File: config.mk
export PLATFORM = sky130hd
export DESIGN_NAME = seg_scan_driver
export DESIGN_NICKNAME = d
export VERILOG_FILES = /design/src/rtl/seg_scan_driver.sv
export SDC_FILE = /design/constraint.sdc
export NUM_CORES = 1
export LEC_CHECK = 0
export CAP_MARGIN = 20
export CORE_ASPECT_RATIO = 0.6
export CORE_MARGIN = 3
export CORE_UTILIZATION = 56
export DETAILED_ROUTE_END_ITERATION = 7
export GPL_TIMING_DRIVEN = 0
export PLACE_DENSITY = 0.86
export SYNTH_ARGS = -nofsm -noshare
export SYNTH_HDL_FRONTEND = slang
export SYNTH_SLANG_ARGS = --single-unit
export TNS_END_PERCENT = 1
File: constraint.sdc
create_clock -name clk -period 4.55 [get_ports clk]
set_clock_uncertainty 0.05 [all_clocks]
set_input_delay 0.6825 -clock clk [delete_from_list [all_inputs] [get_ports clk]]
set_output_delay 0.6825 -clock clk [all_outputs]
set_load 0.01 [all_outputs]
File: src/rtl/seg_scan_driver.sv
// seg_scan_driver: time-multiplexed six-digit 7-segment driver with per-frame shadowing,
// dead-time anti-ghosting and per-digit blinking; all outputs registered.
module seg_scan_driver #(
    parameter int DWELL        = 50000,
    parameter int DEAD         = 500,
    parameter int BLINK_FRAMES = 128
) (
    input  logic        clk,
    input  logic        reset,
    input  logic [41:0] display,
    input  logic        blank,
    input  logic [5:0]  blink_en,
    output logic [6:0]  seg_n,
    output logic [5:0]  an_n,
    output logic        frame_tick
);
    localparam int PW = $clog2(DWELL);
    localparam int FW = $clog2(BLINK_FRAMES + 1);
    localparam logic [PW-1:0] PRE_MAX = PW'(DWELL - 1);
    localparam logic [PW-1:0] PRE_DEAD = PW'(DEAD);
    localparam logic [FW-1:0] FC_MAX = FW'(BLINK_FRAMES - 1);

    logic [PW-1:0] r_pre;
    logic [2:0]    r_idx;
    logic [FW-1:0] r_fc;
    logic          r_blink_off;
    logic [41:0]   r_shadow;
    logic          w_slot_end, w_frame_start, w_frame_end, w_lit;
    logic [6:0]    w_digit;

    always_comb begin
        w_slot_end    = r_pre == PRE_MAX;
        w_frame_start = r_idx == 3'd0 && r_pre == '0;
        w_frame_end   = w_slot_end && r_idx == 3'd5;
        w_lit         = r_pre >= PRE_DEAD && !blank && !(blink_en[r_idx] && r_blink_off);
        w_digit       = r_shadow[7*r_idx +: 7];
    end

    // Blink phase advances on completed frames, so frames 0..BLINK_FRAMES-1 after reset stay lit.
    always_ff @(posedge clk) begin
        if (reset) begin
            r_pre       <= '0;
            r_idx       <= 3'd0;
            r_fc        <= '0;
            r_blink_off <= 1'b0;
            r_shadow    <= '0;
            an_n        <= 6'h3F;
            seg_n       <= 7'h7F;
            frame_tick  <= 1'b0;
        end else begin
            r_pre      <= w_slot_end ? '0 : r_pre + 1'b1;
            r_idx      <= w_slot_end ? (r_idx == 3'd5 ? 3'd0 : r_idx + 3'd1) : r_idx;
            r_shadow   <= w_frame_start ? display : r_shadow;
            frame_tick <= w_frame_start;
            an_n       <= w_lit ? ~(6'd1 << r_idx) : 6'h3F;
            seg_n      <= w_lit ? ~w_digit : 7'h7F;
            if (w_frame_end) begin
                r_fc        <= r_fc == FC_MAX ? '0 : r_fc + 1'b1;
                r_blink_off <= r_fc == FC_MAX ? ~r_blink_off : r_blink_off;
            end
        end
    end
endmodule

=== Word level (Yosys, flattened, before mapping) ===
Cells that the tools add are included.
Widths: inputs -> output; s select.

* Flip-flop bits (word level): 84
* Bits of input ports: 51
* Output and inout bits: 14
* Logic and storage cells: 39

* $add $sub $neg: 3
* Multipliers: 1
* Order comparisons: 2
* Equal/unequal tests: 3
* Shifts and indexed selects: 2
* Mux-type cells: 4
* Bitwise operators: 4
* Reduce and logical (&&, ||, !) cells: 12

{| class="wikitable"
|+ Operators with widths
! operator !! number
|-
| $shiftx 42x7->7 || 1
|-
| $add 16x1->16 const B || 1
|-
| $eq 16x16->1 const B || 1
|-
| $ge 16x9->1 const B || 1
|-
| $logic_not 16->1 || 1
|-
| $add 8x1->8 const B || 1
|-
| $eq 8x7->1 const B || 1
|-
| $mux 8 || 1
|-
| $not 7->7 || 1
|-
| $mul 3x3->6 const A || 1
|-
| $not 6->6 || 1
|-
| $shl 1x3->6 const A || 1
|-
| $logic_and 1x1->1 || 5
|-
| $lt 3x4->1 const B || 1
|-
| $reduce_or 2->1 || 2
|-
| $add 3x1->3 const B || 1
|-
| $bmux 1 s3 || 1
|-
| $eq 3x3->1 const B || 1
|-
| $logic_not 3->1 || 1
|-
| $mux 3 || 1
|-
| $logic_not 1->1 || 2
|-
| $not 1->1 || 2
|-
| $reduce_and 2->1 || 1
|-
| $mux 1 || 1
|}

=== Depth between registers and ports, before layout ===
* Depth after elaboration: 7
* Depth in mapped cells: 8
* Mapped depth without buffers: 6

=== Worst setup path after synthesis ===
OpenSTA, ideal clock, no wires.

* Kind: register to register
* Start: reg r_pre[7]
* End: reg r_fc[7]
* Library setup time: 0.123 ns
* Arrival time: 2.118 ns
* Data required time: 4.377 ns
* Setup slack: 2.259 ns
* Cell stages (with the launch flop): 7
* Path buffers: 2
* Period minus slack after synthesis: 2.291 ns
* Path through: dfxtp_1 or3_1 clkbuf_1 or4_4 buf_6 nor4_4 mux2_1

* Cells in the longest elaborated chain, start to end: 2

{| class="wikitable"
|+ RTL lines
! element !! line !! text
|-
| start: declaration || 23 || <nowiki>logic [PW-1:0] r_pre;</nowiki>
|-
| start signal: assignment || 51 || <nowiki>r_pre <= w_slot_end ? '0 : r_pre + 1'b1;</nowiki>
|-
| $eq 16x16->1 || 32 || <nowiki>w_slot_end = r_pre == PRE_MAX;</nowiki>
|-
| $logic_and 1x1->1 || 34 || <nowiki>w_frame_end = w_slot_end && r_idx == 3'd5;</nowiki>
|-
| end signal: assignment || 58 || <nowiki>r_fc <= r_fc == FC_MAX ? '0 : r_fc + 1'b1;</nowiki>
|-
| end: declaration || 25 || <nowiki>logic [FW-1:0] r_fc;</nowiki>
|}

Every way passes these cells.
A chain may end at the register's enable or synchronous reset.

=== Final worst setup path ===
* Start: reg r_idx[0]
* End: reg r_idx[2]

* Cells in the longest elaborated chain, start to end: 2
* Elaborated cells on any way between the ends: 3
* Those cells by class: 1 x add/sub; 1 x eq/ne; 1 x mux

{| class="wikitable"
|+ RTL lines
! element !! line !! text
|-
| start: declaration || 24 || <nowiki>logic [2:0] r_idx;</nowiki>
|-
| start signal: assignment || 52 || <nowiki>r_idx <= w_slot_end ? (r_idx == 3'd5 ? 3'd0 : r_idx + 3'd1) : r_idx;</nowiki>
|-
| $add 3x1->3 / $eq 3x3->1 (equally long branches) || 52 ||
|-
| $mux 3 (*) || 52 ||
|}

Every way passes the cells marked *; elsewhere a longest branch is shown, timed or not.

==> metrics.cfg <==
[sta]
worstMarginPinSlew_ps=633
setup_ws_ps=1920
timing.hold.ws_ps=422
clock.fmax_ghz=0.381
setup_tns_ps=0
rsz0062_at_grt=no
finalSetupViolCount=0
post-route-period-util_pct=57.7
relSlewSlack_pct=57.8
maxSlewViolCount=0
finalHoldViolations=0
min_period_ps=2630

[die]
core_area_um2=6250
fp.dieH_um=69.0
initial_core_util_pct=59.4
chipWidth_um=111
ioPinCount=65
dieArea_um2=7670
rows=22

[final_layout]
area_growth_pct=25.4
fin_util_pct=74.5
stdcell_count=592
multiInputGateArea_um2=1850
nets=559
layout-drive-gt1-share_pct=6.50
n_fill_cell=467
antenna-diode-count=0
regArea_um2=1680

[pwr]
power.leakage_nw=1.61
vdd_ir_drop_max_mv=0.208
powerDensity_nw_per_um2=329

[synth]
ys_warn_count=0
syn_inst=429
seq_area_frac_synth_pct=45.3
synth-seq-cells=84
synth_edf_count=0
synth_largest_area_cell=dfxtp_1
syn_area_per_cell_um2=8.65
syn_nets=484
synthArstFlopShare_pct=0
synth_top_area_share_pct=45.3
synth_area_um2=3710
dominantRegCellSynth=dfxtp_1
synth.distinct_cells=41
synth_area_leaders=dfxtp_1, nand3_1, o21ai_0

[placed_design]
dpl.cell_count=576
gp_congestion=0.911
io_buffers=63
place_ws_ps=1650
hpwlAfterDp_um=7380

[setup_path]
crit_fanout=10
worstSetupPathType=register to register
crit_required_ps=4780
critical_path_arrival_ps=2860
worst_setup_path_end_kind=register
worstSetupStartpointType=register

[routing]
drt_iter0_markers=340
drt_wl_total_um=10200
ant_nets=0
routedWlPerCell_um=17.3
vias=3590
drc=0
routed_via_density=6.06
dr.pass1.iters=5

[cts]
cts_resized=0
htreeDepth=3
hold_buffers=0
cts_inserted_buffers=9
cts_tree=done
clockBufferDepth=2
insertion_delay_ps=360
cts-root-buf=clkbuf_8
clock-sinks=84
clk_pin_slew_ps=80
cts_setup_buffers=0

[hold_path]
hold_class=register to register

[global_route]
antenna_found_initial=0
grt_overflow=0
grt_pass1_wl_um=16400
grt_pass1_vias=3295
grt_max_degree=13
grt_use_total_pct=26.9

[status]
status=finished clean

[job]
drv_cap=0

area by class of cell:
cell class | instances | share of cell area [%]
flip-flops and latches | 84 | 36.1
clock inverters | 1 | 0.645
multi-input cells | 300 | 39.8
well taps | 84 | 2.26
inverters | 8 | 0.645
plain buffers | 37 | 3.17
repair buffers | 64 | 13.7
clock buffers | 14 | 3.71
synth_stat cells, types with 2 or more instances:
cell	n
dfxtp_1	84
nand3_1	56
o21ai_0	53
a21oi_1	49
clkbuf_1	32
nand2_1	26
nor2_1	22
nand4_1	9
mux4_2	8
xor2_1	8
inv_1	7
mux2i_1	7
nor4_1	6
or3_1	6
mux2_2	5
nor3_1	5
and3_1	4
ha_1	4
nor2b_1	4
xnor2_1	4
a211oi_1	3
and4_1	3
buf_1	3
and2_1	2
and3b_1	2
nand2b_1	2
state kept, by name, indices dropped and copies added (netlist names):
| signal | cells |
|---|---|
| r_pre | 16 |
| frame_tick | 1 |
| r_shadow | 42 |
| r_idx | 3 |
| an_n | 6 |
| seg_n | 7 |
| r_blink_off | 1 |
| r_fc | 8 |
final timing paths:
path              startpoint  endpoint  slack, ps  cells after the start
setup / recovery    r_idx[0]  r_idx[2]       1920                      6
setup reg to reg    r_idx[0]  r_idx[2]       1920                      6
hold / removal       r_fc[5]   r_fc[5]        420                      2
hold reg to reg      r_fc[5]   r_fc[5]        420                      2
metrics by stage:
step	total power, W	cell area (um2)
floorplan	0.000905	3710
global placement	0.000981	4450
detailed placement	0.000990	4450
CTS	0.00153	4650
global route	0.00159	4650
finish	0.00153	4650
metal layers:
metal | GRT usage [%] | routed length [um] | up-vias
li1 | - | - | 1685
met1 | 38.3 | 4500 | 1682
met2 | 38.9 | 4380 | 195
met3 | 7.89 | 1110 | 28
met4 | 9.45 | 223 | 0
met5 | 0 | 0 | -
power by group:
part	switching, W	internal, W
clock network	0.000254	0.000297
logic	0.0000973	0.0000898
registers	0.0000217	0.000772
critical path, stage by stage, from the launching register on:
cell and delay (ps):
dfxtp_1 450, buf_1 530, buf_1 550, and2_1 220, ha_1 210, or3_1 380, a21oi_1 170
placed cells by master, fill, tap and decap left out, types with 2 or more instances in the layout:
cell type	n
dfxtp_1	84
clkdlybuf4s50_1	63
nand3_1	56
o21ai_0	53
a21oi_1	49
clkbuf_1	34
nand2_1	26
nor2_1	22
clkbuf_8	12
nand4_1	9
mux4_2	8
xor2_1	8
inv_1	7
mux2i_1	7
or3_1	6
nor4_1	6
nor3_1	5
mux2_2	5
and3_1	4
nor2b_1	4
xnor2_1	4
ha_1	4
buf_1	3
and4_1	3
a211oi_1	3
and2_1	2
and3b_1	2
nand2b_1	2
cells by family after synthesis:
group                    after synthesis  synth area share [%]
AND/OR/NAND/NOR                      154                  21.9
XOR/XNOR                              12                  2.83
adder cells (fa/ha/maj)                4                  1.35
AO/OA/AOI/OAI                        109                  15.3
multiplexers                          21                  8.57
flip-flops                            84                  45.3
buffers and inverters                 45                  4.79
No activity file was read; power rests on OpenSTA's default activity.
